[src/rtl/vinsn_dispatcher.sv]
// rtl/vinsn_dispatcher.sv - issue splitter into per-VFU and operand FIFOs with per-VFU credit limits
// Optional: define VINSN_DISPATCH_BYPASS_EN to forward into empty FIFOs with zero-cycle latency.
module vinsn_dispatcher #(
  parameter int unsigned NrVFU       = 4,
  parameter int unsigned QueueDepth  = 2,
  parameter int unsigned MaxInflight = 4,
  parameter int unsigned VfuReqWidth = 64,
  parameter int unsigned OpReqWidth  = 32,
  localparam int unsigned TgtW  = (NrVFU > 1) ? $clog2(NrVFU) : 1,
  localparam int unsigned CntW  = $clog2(MaxInflight + 1),
  localparam int unsigned IdxW  = $clog2(QueueDepth),
  localparam int unsigned SlotW = (QueueDepth > 1) ? IdxW : 1,
  localparam int unsigned PtrW  = IdxW + 1
) (
  input  logic                         clk_i,
  input  logic                         rst_i,
  input  logic                         flush_i,
  input  logic                         issue_valid_i,
  output logic                         issue_ready_o,
  input  logic [TgtW-1:0]              issue_target_i,
  input  logic                         issue_needs_op_i,
  input  logic [VfuReqWidth-1:0]       issue_vfu_req_i,
  input  logic [OpReqWidth-1:0]        issue_op_req_i,
  output logic [NrVFU-1:0]             vfu_req_valid_o,
  input  logic [NrVFU-1:0]             vfu_req_ready_i,
  output logic [NrVFU*VfuReqWidth-1:0] vfu_req_o,
  output logic                         op_req_valid_o,
  input  logic                         op_req_ready_i,
  output logic [OpReqWidth-1:0]        op_req_o,
  input  logic [NrVFU-1:0]             vfu_done_i,
  output logic [NrVFU*CntW-1:0]        inflight_o,
  output logic                         err_o
);

  // Pointers carry one wrap bit above the slot index.
  logic [PtrW-1:0]        vfu_wr_ptr [NrVFU];
  logic [PtrW-1:0]        vfu_rd_ptr [NrVFU];
  logic [VfuReqWidth-1:0] vfu_mem    [NrVFU][QueueDepth];
  logic [PtrW-1:0]        op_wr_ptr, op_rd_ptr;
  logic [OpReqWidth-1:0]  op_mem     [QueueDepth];
  logic [CntW-1:0]        inflight_q [NrVFU];
  logic                   err_q;

  logic [NrVFU-1:0] vfu_empty, vfu_full, vfu_hit, vfu_push, vfu_pop;
  logic [NrVFU-1:0] credit_inc, credit_dec, credit_underflow;
  logic             op_empty, op_full, op_push, op_pop;
  logic             tgt_ok, accept, op_accept, illegal_tgt;
  logic [TgtW-1:0]  tgt_sel;

  function automatic logic [SlotW-1:0] slot(input logic [PtrW-1:0] p);
    return SlotW'({{(32-PtrW){1'b0}}, p} % QueueDepth);
  endfunction

  function automatic logic ptr_full(input logic [PtrW-1:0] w, input logic [PtrW-1:0] r);
    return (slot(w) == slot(r)) && (w[PtrW-1] != r[PtrW-1]);
  endfunction

  // Queue status and the accept decision; ready never looks at issue_valid_i.
  always_comb begin
    for (int k = 0; k < NrVFU; k++) begin
      vfu_empty[k] = (vfu_wr_ptr[k] == vfu_rd_ptr[k]);
      vfu_full[k]  = ptr_full(vfu_wr_ptr[k], vfu_rd_ptr[k]);
    end
    op_empty      = (op_wr_ptr == op_rd_ptr);
    op_full       = ptr_full(op_wr_ptr, op_rd_ptr);
    tgt_ok        = ({{(32-TgtW){1'b0}}, issue_target_i} < NrVFU);
    tgt_sel       = tgt_ok ? issue_target_i : '0;
    issue_ready_o = tgt_ok && !vfu_full[tgt_sel]
                    && (!issue_needs_op_i || !op_full)
                    && (inflight_q[tgt_sel] < CntW'(MaxInflight));
    accept        = issue_valid_i && issue_ready_o;
    op_accept     = accept && issue_needs_op_i;
    illegal_tgt   = issue_valid_i && !tgt_ok;
  end

  // Per-channel output presentation, push/pop strobes and credit bookkeeping.
  always_comb begin
    vfu_req_o  = '0;
    inflight_o = '0;
    for (int k = 0; k < NrVFU; k++) begin
      vfu_hit[k] = accept && (tgt_sel == TgtW'(k));
`ifdef VINSN_DISPATCH_BYPASS_EN
      vfu_req_valid_o[k] = !vfu_empty[k] || vfu_hit[k];
      vfu_req_o[k*VfuReqWidth +: VfuReqWidth] =
        vfu_empty[k] ? issue_vfu_req_i : vfu_mem[k][slot(vfu_rd_ptr[k])];
      vfu_push[k] = vfu_hit[k] && !(vfu_empty[k] && vfu_req_ready_i[k]);
`else
      vfu_req_valid_o[k] = !vfu_empty[k];
      vfu_req_o[k*VfuReqWidth +: VfuReqWidth] = vfu_mem[k][slot(vfu_rd_ptr[k])];
      vfu_push[k] = vfu_hit[k];
`endif
      vfu_pop[k]          = !vfu_empty[k] && vfu_req_ready_i[k];
      credit_inc[k]       = vfu_hit[k];
      credit_dec[k]       = vfu_done_i[k] && (inflight_q[k] != '0);
      credit_underflow[k] = vfu_done_i[k] && (inflight_q[k] == '0);
      inflight_o[k*CntW +: CntW] = inflight_q[k];
    end
`ifdef VINSN_DISPATCH_BYPASS_EN
    op_req_valid_o = !op_empty || op_accept;
    op_req_o       = op_empty ? issue_op_req_i : op_mem[slot(op_rd_ptr)];
    op_push        = op_accept && !(op_empty && op_req_ready_i);
`else
    op_req_valid_o = !op_empty;
    op_req_o       = op_mem[slot(op_rd_ptr)];
    op_push        = op_accept;
`endif
    op_pop         = !op_empty && op_req_ready_i;
  end

  // FIFO pointers, storage and credit counters; flush clears everything except the error flag.
  always_ff @(posedge clk_i) begin
    if (rst_i || flush_i) begin
      for (int k = 0; k < NrVFU; k++) begin
        vfu_wr_ptr[k] <= '0;
        vfu_rd_ptr[k] <= '0;
        inflight_q[k] <= '0;
      end
      op_wr_ptr <= '0;
      op_rd_ptr <= '0;
    end else begin
      for (int k = 0; k < NrVFU; k++) begin
        if (vfu_push[k]) begin
          vfu_mem[k][slot(vfu_wr_ptr[k])] <= issue_vfu_req_i;
          vfu_wr_ptr[k] <= vfu_wr_ptr[k] + 1'b1;
        end
        if (vfu_pop[k]) vfu_rd_ptr[k] <= vfu_rd_ptr[k] + 1'b1;
        case ({credit_inc[k], credit_dec[k]})
          2'b10:   inflight_q[k] <= inflight_q[k] + 1'b1;
          2'b01:   inflight_q[k] <= inflight_q[k] - 1'b1;
          default: inflight_q[k] <= inflight_q[k];
        endcase
      end
      if (op_push) begin
        op_mem[slot(op_wr_ptr)] <= issue_op_req_i;
        op_wr_ptr <= op_wr_ptr + 1'b1;
      end
      if (op_pop) op_rd_ptr <= op_rd_ptr + 1'b1;
    end
  end

  // Sticky error: credit underflow or an out-of-range target; only reset clears it.
  always_ff @(posedge clk_i) begin
    if (rst_i) begin
      err_q <= 1'b0;
    end else if (!flush_i && ((|credit_underflow) || illegal_tgt)) begin
      err_q <= 1'b1;
    end
  end

  assign err_o = err_q;

endmodule

[config.mk]
export PLATFORM = sky130hd
export DESIGN_NAME = vinsn_dispatcher
export DESIGN_NICKNAME = d
export VERILOG_FILES = /design/src/rtl/vinsn_dispatcher.sv
export SDC_FILE = /design/constraint.sdc
export NUM_CORES = 1
export LEC_CHECK = 0
export ABC_AREA = 1
export CORE_AREA = 8 8 312 314
export CTS_CLUSTER_SIZE = 12
export DETAILED_ROUTE_END_ITERATION = 10
export DIE_AREA = 0 0 320 322
export SYNTH_ARGS = -nofsm -noshare
export SYNTH_HDL_FRONTEND = slang
export SYNTH_SLANG_ARGS = --single-unit
[constraint.sdc]
create_clock -name clk_i -period 6.55 [get_ports clk_i]
set_input_delay 0.655 -clock clk_i [delete_from_list [all_inputs] [get_ports clk_i]]
set_output_delay 0.655 -clock clk_i [all_outputs]
set_load 0.1 [all_outputs]
### Word level (Yosys, flattened, before mapping)

Memories as Yosys holds them, arrays and structs flattened. A register that Yosys moved wholly into a read port is not among the register bits.
Cells that the tools add are included.

| operators by class | value |
|---|---|
| multiplexer cells | 122 |
| $lt $le $gt $ge | 14 |
| eq/ne operators | 26 |
| bitwise logic cells | 28 |
| reduce and logical (&&, ||, !) cells | 59 |
| add/subtract/negate cells | 18 |

Operator list:

| operator | number |
|---|---|
| 128-bit 2-to-1 mux | 10 |
| 64-bit 2-to-1 mux | 16 |
| 128-bit OR reduction | 3 |
| 64-bit demux with 1-bit select | 4 |
| 1-bit 2-to-1 mux | 68 |
| 3-bit 2-to-1 mux | 12 |
| 1-bit logical AND | 31 |
| 2-bit 2-to-1 mux | 11 |
| 2-bit by 1-bit adder with 2-bit output (second input constant) | 10 |
| 1-bit bitwise OR | 20 |
| 2-bit greater-or-equal comparator (second input constant) | 8 |
| 1-bit NOT with 2-bit output | 8 |
| 3-bit by 1-bit adder with 3-bit output (second input constant) | 4 |
| 2-bit == test (second input constant) | 6 |
| 3-bit zero test | 4 |
| 3-bit nonzero test | 4 |
| 3-bit by 1-bit subtractor with 3-bit output (second input constant) | 4 |
| 2-bit by 1-bit == test with 1-bit output (second input constant) | 5 |
| 2-bit == test | 5 |
| 1-bit zero test | 9 |
| 2-bit by 1-bit less-than comparator with 1-bit output (second input constant) | 4 |
| 2-bit OR reduction | 4 |
| 1-bit == test | 5 |
| 1-bit != test | 5 |
| 6 further kinds | 7 |

| word-level totals | value |
|---|---|
| memories kept | 5 |
| memory bits (writable) | 604 |
| input bits | 112 |
| output and inout port bits | 307 |
| logic and storage cells | 275 |
| bits in registers | 5 |

Memory list:

| name | words | width | rd ports | clocked after Yosys merged registers in | write ports | line | source |
|---|---|---|---|---|---|---|---|
| vfu_mem | 4 | 128 | 4 | 0 | 1 | 38 | `logic [VfuReqWidth-1:0] vfu_mem [NrVFU][QueueDepth];` |
| op_mem | 2 | 32 | 1 | 1 | 1 | 40 | `logic [OpReqWidth-1:0] op_mem [QueueDepth];` |
| inflight_q | 4 | 3 | 5 | 0 | 4 | 41 | `logic [CntW-1:0] inflight_q [NrVFU];` |
| vfu_rd_ptr | 4 | 2 | 4 | 0 | 4 | 37 | `logic [PtrW-1:0] vfu_rd_ptr [NrVFU];` |
| vfu_wr_ptr | 4 | 2 | 4 | 0 | 4 | 36 | `logic [PtrW-1:0] vfu_wr_ptr [NrVFU];` |

### Depth between registers and ports, before layout

An unclocked memory read counts as a cell.

| logic depth | value |
|---|---|
| word-level depth | 17 |
| mapped depth | 17 |

### Worst setup path before layout

No wires, ideal clock.

| path | value |
|---|---|
| kind | flip-flop to flip-flop |
| start | memory inflight_q[3][2] in the netlist's numbering |
| end | memory vfu_mem[0][0] in the netlist's numbering (enable) |
| path slack | 1.143 ns |
| arrival time | 4.920 ns |
| path buffers | 0 |
| clock period less this slack | 5.407 ns |
| stages on the path, launching flop included | 10 |
| setup time | 0.486 ns |
| path through | edfxtp_1 -> nand3_1 -> nand3_1 -> nor2_1 -> nand2_1 -> nor2_4 -> nand2_2 -> inv_2 -> nand3_2 -> nor2_1 |

RTL lines:

| what | line |
|---|---|
| start: declaration | 41 |
| end: declaration | 38 |

==> impl_results.md <==
- Run status: finished, final reports clean
- Antenna viol nets, final: 0
- Synth area leaders: edfxtp_1, nand2_1, mux2_2, nor2_1, clkbuf_1
- Number of placed I/O pins: 419
- Worst-path cell with the longest stage delay: clkdlybuf4s50_1
- Worst reg-to-reg path cell count: 10
- Crit-path max FO: 35
- Number of synthesized register bits: 610
- Top cell type's share of synthesized area: 79.27%
- Total power: 9.728 mW
- Worst Path Arrival: 3.87 ns
- CTS root buffer: clkbuf_16
- Iteration count of the initial detailed-routing pass: 5
- Starting Density: 24.74%
- Detailed-placement wirelength estimate: 44180 um
- Detailed Route Iter0 Violations: 894
- RSZ-0062 raised after global routing: false
- Synthesized cell area: 22880 sq um
- Hold bufs inserted after CTS: 0
- Logic depth of the worst path, buffers included: 4
- Standard-cell row count: 112
- Via count of the routed design: 13740
- Type of destination of the critical path: output port
- Net Switching: 2.896 mW
- Peak supply drop: 171.8 uV
- RD Place Congestion: 0.7659
- Global Route Usage Sum: 12.48%
- Yosys cell types: 25
- Internal cell power: 6.832 mW
- Final TNS setup: 0 ns
- Setup crit start kind: register
- Max frequency: 0.2211 GHz
- Count of pins over their slew limit: 0
- Worst EP required: 5.89 ns
- Worst path top cell family by delay: buffers and inverters
- Share of synthesized registers carrying an async set or reset: 0%
- Cts bufs inserted: 70
- Xor and xnor fraction of the mapped netlist area: 0.5741%
- Final net count: 2149
- Most used flip-flop cell after synthesis: edfxtp_1
- Die X: 320 um
- Clock Latency Late Sink: 0.63 ns
- Clock tree from TritonCTS: done
- Net count after synthesis: 1691
- Peak per-stage delay on the critical path: 1.14 ns
- Cell chain of the critical path: buf_4 > buf_4 > mux2_2 > clkdlybuf4s50_1
- Final routed wirelength across all metal layers: 66800 um
- Total of fill cells in the finished design: 8947
- Most area-hungry cell type in the Yosys netlist: edfxtp_1
- H-tree depth: 3
- Final setup fails: 0
- Total number of clock tree sinks: 610
- Post-CTS setup buffer count: 0
- Register area share after synthesis: 79.79%
- Pin count of the biggest net entering global routing: 69
- Comb pwr share: 17.1%
- Post-DR vias/cell: 4.195
- Post-synthesis to final-layout area growth: 34.61%
- Maximum capacitance violations: 0
- Switching part of the total power: 29.77%
- Share of synthesized cell area in full adder, half adder and majority cells: 0.6999%
- Maximum buffer depth of the clock tree: 3
- Yosys warnings: 0
- End of the worst register-to-register path: vfu_mem[1][76]
- Total of cells resized after clock tree synthesis: 0
- Worst r2r src: vfu_rd_ptr[0][0]
- Largest family of logic cells by synthesized area: simple AND/OR/NAND/NOR gates
- Count of flip-flops with a built-in enable after synthesis: 604
- CP dominant cell by count: buf_4
- Clock Pin Slew Worst Setup and Hold Paths: 0.06 ns
- Class of the most critical setup path: reg2out
- Port Buffers: 418
- Count of buffer and inverter cells on the critical path: 3
- Transition time at the pin with the least slew margin: 1.259 ns
- Setup skew after layout: 0.02606 ns
- Worst setup path startpoint: vfu_rd_ptr[0][0]
- Worst setup slack for register-to-register paths: 2.66 ns
- Share of power burned in the clock network: 38.0%
- Vertical extent of the die: 322 um
- Wire length of the first global-routing pass: 95410 um
- Proportion of synthesized area in mux cells: 4.724%
- Most used standard cells in the synthesized netlist: nand2_1, edfxtp_1, mux2_2
- Class of the worst hold path: reg2reg
- Die ar.: 103000 sq um
- Complex-gate fraction of the synthesized area: 0.4374%
- Lkg Pwr: 10.90 nW
- Sequential share of power: 44.9%
- Area of the core region: 92490 sq um
- Utilization after layout: 33.30%
- Number of antenna violations at the first check in global routing: 2
- Final critical delay including setup and external delays: 4.523 ns
- Gate count of the mapped netlist: 1568
- Number of global-route vias before repair: 13920
- Power density cells: 315.8 nW/um^2
- Worst relative slew slack: 16.03%
- Total grt overflow: 0
- Fin crit share: 69.05%
- Wire length per cell after detailed routing: 20.40 um
- Most repeated cell in the gate-level netlist after synthesis: nand2_1
- DRC: 0
- Share of layout cells above drive strength 1: 11.32%
- Capturing element of the worst setup path: vfu_req_o[14]
- Simple-gate share of the synthesized area: 12.11%
- Final-report hold violation count: 0
- Mean cell area of the mapped netlist: 14.59 sq um
==> metal layers <==
metal  GRT usage [%]  wire [um]  vias to the layer above
li1                -          -                     6373
met4           3.297       1066                        2
met2           20.61      31830                      488
met1           15.81      28600                     6800
met3           3.912       5292                       75
met5               0         13                        -
==> how the worst min path moves through the flow <==
stage / startpoint / to / slack (ns) / depth (start not counted)
global route: err_o / err_o / 0.49 / 2
detailed placement: err_o / err_o / 0.47 / 2
floorplan: op_rd_ptr[1] / op_rd_ptr[1] / 0.46 / 2
global placement: err_o / err_o / 0.46 / 2
finish: err_o / err_o / 0.47 / 2
CTS: err_o / err_o / 0.48 / 2
==> power groups by stage <==
stage          registers [mW]  clock network (mW)  logic, mW
2_1_floorplan            4.52                   0       1.09
3_3_place_gp             4.45                   0       1.67
3_5_place_dp             4.45                   0       1.69
4_1_cts                  4.37                3.80       1.69
5_1_grt                  4.37                3.95       1.74
6_report                 4.37                3.69       1.67
==> registers in the layout, summed over array words and instances (netlist names), named ones only <==
register,count
vfu_mem,512
op_mem,64
inflight_q,12
vfu_rd_ptr,8
vfu_wr_ptr,8
op_rd_ptr,2
op_wr_ptr,2
err_o,1
==> layout by cell type (no fill, tap or decap), types with 2 or more instances in the layout <==
| cell type | synthesis | routed |
|---|---|---|
| a21oi_1 | 7 | 7 |
| a31oi_1 | 3 | 3 |
| buf_12 | 0 | 3 |
| buf_4 | 0 | 22 |
| bufinv_16 | 0 | 3 |
| clkbuf_1 | 43 | 19 |
| clkbuf_16 | 0 | 71 |
| clkdlybuf4s50_1 | 0 | 418 |
| clkinv_1 | 0 | 11 |
| clkinv_2 | 0 | 9 |
| clkinv_8 | 0 | 4 |
| clkinvlp_4 | 0 | 2 |
| dfxtp_1 | 6 | 6 |
| diode_2 | 0 | 2 |
| edfxtp_1 | 604 | 604 |
| fa_1 | 3 | 3 |
| ha_1 | 8 | 8 |
| inv_1 | 39 | 39 |
| inv_6 | 0 | 4 |
| mux2_2 | 96 | 96 |
| nand2_1 | 637 | 637 |
| nand3_1 | 16 | 16 |
| nand3_2 | 3 | 3 |
| nand4_1 | 7 | 7 |
| nor2_1 | 48 | 38 |
| nor2_2 | 0 | 2 |
| nor2_4 | 2 | 10 |
| o21ai_0 | 8 | 8 |
| xnor2_1 | 11 | 11 |
| xor2_1 | 4 | 4 |
==> cell families (layout without fill, tap and decap cells) <==
| kind of cell | count (synthesis) | count (layout) |
|---|---|---|
| other | 0 | 2 |
| AOI/OAI and AO/OA | 19 | 19 |
| buffers and inverters | 100 | 608 |
| muxes | 96 | 96 |
| adders and majority gates | 11 | 11 |
| DFF | 610 | 610 |
| xor gates and xnor gates | 15 | 15 |
| and+or+nand+nor | 717 | 717 |
==> stage by stage <==
| stage | hold slack (ns) | cells | area [sq um] | setup WS [ns] |
|---|---|---|---|---|
| 2_1_floorplan | 0.4593 | 1568 | 22880 | 1.143 |
| 3_3_place_gp | 0.4591 | 3151 | 28640 | 2.592 |
| 3_5_place_dp | 0.4723 | 3151 | 28640 | 2.554 |
| 4_1_cts | 0.4840 | 3273 | 30800 | 1.930 |
| 5_1_grt | 0.4899 | 3273 | 30800 | 1.841 |
| 6_report | 0.4739 | 3275 | 30800 | 2.027 |
==> final cells by class <==
type                       instances  area (sq um)  share of cell area [%]
sequential                       610         18260                   59.28
timing repair buffer             443          4409                   14.32
multi-input combinational        858          4313                   14.00
clock buffer                      90          1848                   6.000
tap                             1197          1498                   4.863
clock inverter                    32         305.3                  0.9912
inverter                          43         165.2                  0.5362
antenna                            2         5.005                 0.01625
==> worst reg2reg max path: cells and delay by family (launching register included) <==
family                 cells  cell delay (ns)
XOR/XNOR                   1             0.25
buffers and inverters      3             0.96
flip-flops                 1             0.71
AND/OR/NAND/NOR            6             1.59
No activity file was read; power rests on OpenSTA's default activity.
